### config.mk
export PLATFORM = sky130hd
export DESIGN_NAME = gcn_argmax_block
export DESIGN_NICKNAME = d
export VERILOG_FILES = /design/src/rtl/gcn_pkg.sv /design/src/rtl/gcn_argmax_cmp.sv /design/src/rtl/gcn_argmax_block.sv
export SDC_FILE = /design/constraint.sdc
export NUM_CORES = 1
export LEC_CHECK = 0
export CORE_ASPECT_RATIO = 0.8
export CORE_UTILIZATION = 52
export CTS_BUF_LIST = sky130_fd_sc_hd__clkbuf_2
export CTS_CLUSTER_SIZE = 14
export DETAILED_ROUTE_END_ITERATION = 8
export PLACE_DENSITY_LB_ADDON = 0.05
export SLEW_MARGIN = 20
export SYNTH_ARGS = -nofsm -noshare
export SYNTH_HDL_FRONTEND = slang
export SYNTH_SLANG_ARGS = --single-unit
### constraint.sdc
create_clock -name clk -period 5 [get_ports clk]
set_input_delay 1 -clock clk [delete_from_list [all_inputs] [get_ports clk]]
set_output_delay 1 -clock clk [all_outputs]
set_load 0.005 [all_outputs]
### src/rtl/gcn_pkg.sv
// Shared types and default widths for the GCN argmax stage.
package gcn_pkg;

    typedef enum logic [1:0] {
        IDLE,
        COMPARE,
        DONE
    } argmax_state_t;

    localparam int GCN_DOT_PROD_WIDTH    = 16;
    localparam int GCN_MAX_ADDRESS_WIDTH = 2;
    localparam int GCN_WEIGHT_COLS       = 3;
    localparam int GCN_FEATURE_ROWS      = 6;

endpackage

### src/rtl/gcn_argmax_cmp.sv
// Compare-and-select step of the argmax: keeps the running best unless the candidate is strictly larger.
module gcn_argmax_cmp
    import gcn_pkg::*;
#(
    parameter int VAL_WIDTH = GCN_DOT_PROD_WIDTH,
    parameter int IDX_WIDTH = GCN_MAX_ADDRESS_WIDTH
) (
    input  logic [VAL_WIDTH-1:0] best_val,
    input  logic [IDX_WIDTH-1:0] best_idx,
    input  logic [VAL_WIDTH-1:0] cand_val,
    input  logic [IDX_WIDTH-1:0] cand_idx,
    output logic [VAL_WIDTH-1:0] new_val,
    output logic [IDX_WIDTH-1:0] new_idx
);

    logic take;

    // Strict greater-than so equal values keep the earlier (lower) index.
    assign take    = cand_val > best_val;
    assign new_val = take ? cand_val : best_val;
    assign new_idx = take ? cand_idx : best_idx;

endmodule

### src/rtl/gcn_argmax_block.sv
// Final GCN stage: per-node argmax over aggregated rows, one column per cycle.
// Optional feature macro GCN_ARGMAX_MAXVAL_EN adds the per-node max_val output.
module gcn_argmax_block
    import gcn_pkg::*;
#(
    parameter int FEATURE_ROWS      = GCN_FEATURE_ROWS,
    parameter int WEIGHT_COLS       = GCN_WEIGHT_COLS,
    parameter int DOT_PROD_WIDTH    = GCN_DOT_PROD_WIDTH,
    parameter int MAX_ADDRESS_WIDTH = GCN_MAX_ADDRESS_WIDTH,
    parameter int ROW_CNT_WIDTH     = $clog2(FEATURE_ROWS + 1)
) (
    input  logic                         clk,
    input  logic                         reset,
    input  logic                         in_valid,
    output logic                         in_ready,
    input  logic [DOT_PROD_WIDTH-1:0]    adj_row         [0:WEIGHT_COLS-1],
    output logic [MAX_ADDRESS_WIDTH-1:0] max_addi_answer [0:FEATURE_ROWS-1],
`ifdef GCN_ARGMAX_MAXVAL_EN
    output logic [DOT_PROD_WIDTH-1:0]    max_val         [0:FEATURE_ROWS-1],
`endif
    output logic                         done_argmax
);

    localparam logic [MAX_ADDRESS_WIDTH-1:0] LAST_COL = MAX_ADDRESS_WIDTH'(WEIGHT_COLS - 1);
    localparam logic [ROW_CNT_WIDTH-1:0]     LAST_ROW = ROW_CNT_WIDTH'(FEATURE_ROWS - 1);

    argmax_state_t                state_q, state_d;
    logic [DOT_PROD_WIDTH-1:0]    row_buf_q [0:WEIGHT_COLS-1];
    logic [DOT_PROD_WIDTH-1:0]    row_buf_d [0:WEIGHT_COLS-1];
    logic [DOT_PROD_WIDTH-1:0]    best_val_q, best_val_d;
    logic [MAX_ADDRESS_WIDTH-1:0] best_idx_q, best_idx_d;
    logic [MAX_ADDRESS_WIDTH-1:0] col_cnt_q, col_cnt_d;
    logic [ROW_CNT_WIDTH-1:0]     row_cnt_q, row_cnt_d;
    logic [MAX_ADDRESS_WIDTH-1:0] answer_q [0:FEATURE_ROWS-1];
    logic [MAX_ADDRESS_WIDTH-1:0] answer_d [0:FEATURE_ROWS-1];
`ifdef GCN_ARGMAX_MAXVAL_EN
    logic [DOT_PROD_WIDTH-1:0]    max_val_q [0:FEATURE_ROWS-1];
    logic [DOT_PROD_WIDTH-1:0]    max_val_d [0:FEATURE_ROWS-1];
`endif

    logic [DOT_PROD_WIDTH-1:0]    cand_val;
    logic [DOT_PROD_WIDTH-1:0]    cmp_val;
    logic [MAX_ADDRESS_WIDTH-1:0] cmp_idx;

    always_comb begin
        cand_val = '0;
        for (int c = 0; c < WEIGHT_COLS; c++) begin
            if (MAX_ADDRESS_WIDTH'(c) == col_cnt_q) cand_val = row_buf_q[c];
        end
    end

    gcn_argmax_cmp #(
        .VAL_WIDTH (DOT_PROD_WIDTH),
        .IDX_WIDTH (MAX_ADDRESS_WIDTH)
    ) u_cmp (
        .best_val (best_val_q),
        .best_idx (best_idx_q),
        .cand_val (cand_val),
        .cand_idx (col_cnt_q),
        .new_val  (cmp_val),
        .new_idx  (cmp_idx)
    );

    always_comb begin
        state_d    = state_q;
        row_buf_d  = row_buf_q;
        best_val_d = best_val_q;
        best_idx_d = best_idx_q;
        col_cnt_d  = col_cnt_q;
        row_cnt_d  = row_cnt_q;
        answer_d   = answer_q;
`ifdef GCN_ARGMAX_MAXVAL_EN
        max_val_d  = max_val_q;
`endif
        case (state_q)
            IDLE: begin
                if (in_valid) begin
                    row_buf_d  = adj_row;
                    best_val_d = adj_row[0];
                    best_idx_d = '0;
                    col_cnt_d  = MAX_ADDRESS_WIDTH'(1);
                    state_d    = COMPARE;
                end
            end
            COMPARE: begin
                best_val_d = cmp_val;
                best_idx_d = cmp_idx;
                col_cnt_d  = col_cnt_q + 1'b1;
                // Last column: commit this cycle's winner straight from the comparator.
                if (col_cnt_q == LAST_COL) begin
                    for (int r = 0; r < FEATURE_ROWS; r++) begin
                        if (ROW_CNT_WIDTH'(r) == row_cnt_q) begin
                            answer_d[r] = cmp_idx;
`ifdef GCN_ARGMAX_MAXVAL_EN
                            max_val_d[r] = cmp_val;
`endif
                        end
                    end
                    row_cnt_d = row_cnt_q + 1'b1;
                    state_d   = (row_cnt_q == LAST_ROW) ? DONE : IDLE;
                end
            end
            DONE: begin
                state_d = DONE;
            end
            default: begin
                state_d = IDLE;
            end
        endcase
    end

    always_ff @(posedge clk) begin
        if (reset) begin
            state_q    <= IDLE;
            row_buf_q  <= '{default: '0};
            best_val_q <= '0;
            best_idx_q <= '0;
            col_cnt_q  <= '0;
            row_cnt_q  <= '0;
            answer_q   <= '{default: '0};
`ifdef GCN_ARGMAX_MAXVAL_EN
            max_val_q  <= '{default: '0};
`endif
        end else begin
            state_q    <= state_d;
            row_buf_q  <= row_buf_d;
            best_val_q <= best_val_d;
            best_idx_q <= best_idx_d;
            col_cnt_q  <= col_cnt_d;
            row_cnt_q  <= row_cnt_d;
            answer_q   <= answer_d;
`ifdef GCN_ARGMAX_MAXVAL_EN
            max_val_q  <= max_val_d;
`endif
        end
    end

    assign in_ready        = (state_q == IDLE);
    assign done_argmax     = (state_q == DONE);
    assign max_addi_answer = answer_q;
`ifdef GCN_ARGMAX_MAXVAL_EN
    assign max_val         = max_val_q;
`endif

endmodule
==> results.tsv, run 1 <==
metric	value	unit
ys_ff_latch	85	
yosys-top-cells-count	136 x nand2_1, 85 x dfxtp_1, 76 x a21oi_1	
synth_most_common_cell	nand2_1	
die_w	103	um
synth_edf_count	0	
cts_resized	0	
io_pins	65	
overflow	0	
multi_input_area	2290	sq um
grt_max_degree	66	
ys_types	40	
drive_gt1_frac	0.0751	
ctsLongestPathBuffers	2	
hold_class	reg -> reg	
drt_wl_total	10.5	mm
yosysTopAreaCell	dfxtp_1	
cts.hold.buffers_added	0	
clk_pin_slew_worst_paths	240	ps
grt_usage	0.258	
drt-wirelength-per-cell	15.2	um
antenna_found_initial	0	
drcViolationCount	0	
required	5430	ps
diodes	0	
cts_buffers	9	
core_area	7910	sq um
grt_pass1_vias	3421	
synth_cells	537	
worstSetupPathDepth	11	
avgSynthCellArea	7.87	sq um
cts_root_buf	clkbuf_2	
synthesis.nets	612	
num_rows	29	
ys_warn_count	0	
start_kind	register	
fillCellCount	739	
dieArea	8490	sq um
firstDrtPassIters	4	
grt_pass1_wl	16.8	mm
fmax	278	MHz
cpMaxStageDelayCell	o21ai_4	
clkLatencyLatePin	560	ps
r2r_cells	11	
async_reset_ff_frac	0	
status	finished clean	
die_y	82.6	um
drtIter0Drc	202	
initial_core_util	0.534	
critPathTopFamily	compound AO/OA/AOI/OAI gates	
rsz0062_at_grt	no	
cts_tree	done	
worstSetupPathType	reg -> reg	
maxCapViolations	0	
worstPathCellList	inv_1 > ha_1 > buf_4 > o21ai_0 > ha_1 > nand4_1 > nor3_1 > o21ai_1 > and3_4 > o21ai_4 > a221oi_1	
cpPeakStageDelay	550	ps
synthTopCellsByArea	dfxtp_1 40%, nand2_1 12%, a21oi_1 9.0%	
holdPathStages	2	
avgViaCountPerCell	5.50	
end_kind	register	
arrival	4030	ps
leakagePower	1.88	nW
ir_drop	0.172	mV
final-setup-viol-count	0	
final_util	0.633	
synth_top_area_frac	0.403	
clock-sinks	85	
regArea	1700	sq um
syn-cell-area	4230	sq um
routabilityCongestion	0.797	
power_density	300	nW/um^2
htreeDepth	3	
worstMarginPinSlew	1000	ps
postCtsSetupRepairBufs	0	
relSlewSlack	0.330	
slew_violations	0	
period_share	0.720	
nets	656	
io_buffers	64	
ys.flop_type	dfxtp_1	
synth_seq_area_share	0.403	
final.min_clock_period	3600	ps
cp_num_buf_inv	2	
cp_max_fo	24	
hold_viol_final	0	
vias	3815	
skew	33.3	ps
dpl.hpwl	7.06	mm
syn_to_final_growth	18.4	%
timing.critical_path.mode_cell	ha_1	
tns	0	ps
ant_nets	0	
==> cells in the final DEF, fill, tap and decap left out, types with 4 or more instances in the layout <==
| cell | instances |
|---|---|
| clkbuf_2 | 9 |
| o21a_1 | 4 |
| inv_1 | 20 |
| buf_4 | 5 |
| clkdlybuf4s50_1 | 63 |
| and3_1 | 6 |
| a21oi_1 | 76 |
| inv_6 | 4 |
| o21ai_1 | 5 |
| a221oi_1 | 6 |
| ha_1 | 24 |
| nor2_1 | 48 |
| nand2_1 | 136 |
| mux2i_1 | 15 |
| o211ai_1 | 4 |
| a211oi_1 | 14 |
| o21ai_0 | 13 |
| dfxtp_1 | 85 |
| a221oi_2 | 10 |
==> routing by layer <==
layer	part of all wire	vias up	wire length (um)	track usage
li1	-	1917	-	-
met1	0.51	1795	5350	0.358
met2	0.44	86	4670	0.413
met3	0.035	17	371	0.0480
met4	0.014	0	148	0.0704
met5	0	-	0	0
==> final timing paths <==
kind	start	to	slack [ps]
hold reg to reg	row_buf_q[40]$_SDFFE_PP0P_	row_buf_q[40]$_SDFFE_PP0P_	470
setup / recovery	col_cnt_q[0]$_SDFFE_PP0P_	best_val_q[0]$_SDFFE_PP0P_	1400
setup reg to reg	col_cnt_q[0]$_SDFFE_PP0P_	best_val_q[0]$_SDFFE_PP0P_	1400
hold / removal	row_buf_q[40]$_SDFFE_PP0P_	row_buf_q[40]$_SDFFE_PP0P_	470
==> area by class of cell <==
type                    count  share of cell area
inverters                  21              0.0158
well taps                 108              0.0270
repair buffers             69               0.135
clock buffers               9             0.00900
flip-flops and latches     85               0.340
clock inverters             7              0.0158
multi-input cells         395               0.458
==> tightest hold or removal path: cells and delay by family, from the launching register on <==
family,cells,cell delay [ps]
AOI/OAI and AO/OA,1,50
DFF,1,360
and+or+nand+nor,1,50
==> report_power, final <==
part           internal [W]  switching, W  leakage (nW)  total [W]
sequential         0.000725     0.0000274         0.697   0.000752
combinational      0.000147      0.000218          1.10   0.000366
clock              0.000123      0.000261        0.0777   0.000385
==> per-stage QoR <==
step | area (sq um) | total power (W) | setup slack (ps) | hold WS [ps] | std cells
6_report | 5000 | 0.00150 | 1400 | 471 | 694
5_1_grt | 5000 | 0.00158 | 1150 | 494 | 694
4_1_cts | 5000 | 0.00151 | 1430 | 472 | 694
3_5_place_dp | 4880 | 0.00113 | 1410 | 447 | 678
3_3_place_gp | 4880 | 0.00112 | 1470 | 442 | 678
2_1_floorplan | 4230 | 0.00102 | 2120 | 436 | 537
==> state kept, by name, summed over array words and instances (netlist names) <==
name	count
row_buf_q	48
best_val_q	16
row_cnt_q	3
best_idx_q	2
col_cnt_q	2
state_q	2
max_addi_answer	12
==> cells by family (layout without fill, tap and decap cells) <==
| kind of cell | after synthesis | after routing | synth area share |
|---|---|---|---|
| XOR/XNOR | 1 | 1 | 0.00207 |
| AO/OA/AOI/OAI | 140 | 140 | 0.215 |
| buffers and inverters | 57 | 106 | 0.0560 |
| multiplexers | 15 | 15 | 0.0355 |
| AND/OR/NAND/NOR | 215 | 215 | 0.217 |
| flip-flops | 85 | 85 | 0.403 |
| adder cells (fa/ha/maj) | 24 | 24 | 0.0711 |
Note: power is estimated with default switching activity, not from simulation.
==> inputs of run 2 (changes only) <==
==> constraint.sdc (replaced) <==
create_clock -name clk -period 3.4 [get_ports clk]
set_input_delay 0.68 -clock clk [delete_from_list [all_inputs] [get_ports clk]]
set_output_delay 0.68 -clock clk [all_outputs]
set_load 0.005 [all_outputs]
==> run 2 against run 1 <==
  * Total power rose by 45%
  * Flip-flop and latch count did not move
  * Core utilization increased by 1.6 points
  * Cell count rose by 1.2%
  * Critical endpoint is now max_addi_answer[2]$_SDFFE_PP0P_
  * Maximum frequency grew 15%
  * Wire length increased by 0.35%
  * Hold slack got worse by 1.2 ps
  * Clock-buffer cell count grew 1
  * Largest power group unchanged
  * Combinational power up 61%
  * Via count increased by 1.0%
  * Global-route usage increased by 0.72 points
==> results.tsv, run 2 (synthesized netlist as in run 1, its figures left out) <==
metric	value	unit	change
nets	666		+1.5%
drt_wl_total	10.6	mm	+0.35%
htreeDepth	3		unchanged
final_area	5130	sq um	+2.5%
final_common_cell	nand2_1		
die_y	82.6	um	unchanged
timing.critical_path.mode_cell	ha_1		
largest_reg_flops	48		unchanged
required	3840	ps	-1590 ps
num_rows	29		unchanged
drcViolationCount	0		unchanged
layout_common_cells	136 x nand2_1, 85 x dfxtp_1, 76 x a21oi_1		
arrival	3570	ps	-460 ps
r2r_cells	13		+2
skew	35.2	ps	+1.91 ps
cpMaxStageDelayCell	a31oi_2		
initial_core_util	0.534		unchanged
diodes	0		unchanged
cts_buffers	9		unchanged
drive_gt1_frac	0.0875		+0.0125
regArea	1700	sq um	unchanged
hold_class	reg -> reg		
start_kind	register		
ctsLongestPathBuffers	2		unchanged
io_pins	65		unchanged
slew_violations	0		unchanged
hold_viol_final	0		unchanged
final-setup-viol-count	0		unchanged
clock-sinks	85		unchanged
cpPeakStageDelay	470	ps	-80 ps
firstDrtPassIters	7		+3
period_share	0.920		+0.201
relSlewSlack	0.486		+0.156
regMostFlops	row_buf_q		
timing.rr.end	max_addi_answer[2]$_SDFFE_PP0P_		
io_buffers	64		unchanged
grt_usage	0.266		+0.00717
p_sw	0.000698	W	+38%
pwr-share-clk	0.222		-0.034
hold_start	row_buf_q[43]$_SDFFE_PP0P_		
pwr-share-seq	0.507		+0.006
grt_max_degree	48		-27%
clkLatencyLatePin	560	ps	about the same
grt_pass1_vias	3426		+0.15%
overflow	0		unchanged
whs	469	ps	-1.24 ps
power_switching_share	0.322		-0.0159
holdPathStages	2		unchanged
drtIter0Drc	211		+4.5%
ir_drop	0.274	mV	+59%
syn_to_final_growth	21.4	%	
cts_root_buf	clkbuf_2		
die_w	103	um	unchanged
worstSetupPathType	reg -> reg		
min_to	row_buf_q[43]$_SDFFE_PP0P_		
dieArea	8490	sq um	unchanged
dpl.hpwl	7.52	mm	+6.4%
worstMarginPinSlew	771	ps	-230 ps
end_kind	register		
r2r_setup_slack	270	ps	-1130 ps
r2r_start	col_cnt_q[0]$_SDFFE_PP0P_		
cts_tree	done		
final.min_clock_period	3130	ps	-470 ps
fillCellCount	727		-1.6%
status	finished clean		
cp_max_fo	32		+33%
antenna_found_initial	0		unchanged
worstPathCellList	buf_4 > ha_1 > buf_12 > nor2_1 > a21oi_1 > o21ai_0 > ha_1 > nor2b_1 > o211a_1 > o21ai_1 > nand3_2 > a31oi_2 > a211oi_1		
fmax	320	MHz	+15%
clk_pin_slew_worst_paths	220	ps	-20 ps
vias	3855		+1.0%
grt_pass1_wl	16.8	mm	+0.41%
internal_power	0.00147	W	+48%
core_area	7910	sq um	unchanged
power_density	424	nW/um^2	+41%
ant_nets	0		unchanged
combPwrFrac	0.271		+0.028
multi_input_area	2310	sq um	+0.87%
maxCapViolations	0		unchanged
place_area	4980	sq um	+2.1%
avgViaCountPerCell	5.49		-0.10%
leakagePower	1.94	nW	+3.3%
drt-wirelength-per-cell	15.1	um	-0.79%
crit_start	col_cnt_q[0]$_SDFFE_PP0P_		
routabilityCongestion	0.827		+3.7%
[run 2: how the worst max path moves through the flow]
stage	endpoint	slack, ps	cells past startpoint
2_1_floorplan	best_val_q[10]$_SDFFE_PP0P_	520	16
3_3_place_gp	best_val_q[1]$_SDFFE_PP0P_	130	14
3_5_place_dp	best_val_q[0]$_SDFFE_PP0P_	50	14
4_1_cts	best_val_q[4]$_SDFFE_PP0P_	30	14
5_1_grt	max_addi_answer[10]$_SDFFE_PP0P_	-9	14
6_report	max_addi_answer[2]$_SDFFE_PP0P_	270	13
[run 2: stage by stage]
stage / std cells / worst slack (ps) / total power [W] / setup TNS, ps / util
detailed placement: 685 / 50.1 / 0.00169 / 0 / 0.630
global route: 702 / -9.41 / 0.00230 / -9.41 / 0.648
CTS: 699 / 32.0 / 0.00217 / 0 / 0.641
floorplan: 537 / 515 / 0.00150 / 0 / -
finish: 702 / 271 / 0.00217 / 0 / 0.648
global placement: 685 / 132 / 0.00167 / 0 / 0.630
[run 2: per-layer routing]
| metal | track usage | routed length, um |
|---|---|---|
| met1 | 0.355 | 4830 |
| met2 | 0.421 | 4950 |
| met3 | 0.0623 | 614 |
| met4 | 0.0930 | 180 |
| met5 | 0 | 0 |
[run 2: final cells by class]
class                   count  area share
multi-input cells         395       0.451
flip-flops and latches     85       0.332
repair buffers             79       0.158
well taps                 108      0.0263
inverters                  21      0.0154
clock buffers              10     0.00976
clock inverters             4     0.00805
[run 2: critical path: cells and delay by family, from the launching register on]
family / cells / cell delay, ps
AO/OA/AOI/OAI: 6 / 1350
adder cells (fa/ha/maj): 2 / 530
flip-flops: 1 / 360
buffers and inverters: 2 / 320
AND/OR/NAND/NOR: 3 / 430
[run 2: repair_timing]
item,4_1_cts,5_1_grt
gates resized for setup,0,4
hold buffers,0,0
endpoints found under the setup margin,0,28
buffers inserted,0,3
[run 2: power by group through the flow]
stage	combinational [W]	sequential, W	clock (W)
2_1_floorplan	0.000391	0.00111	0
3_3_place_gp	0.000549	0.00112	0
3_5_place_dp	0.000568	0.00112	0
4_1_cts	0.000570	0.00110	0.000494
5_1_grt	0.000652	0.00111	0.000536
6_report	0.000589	0.00110	0.000482
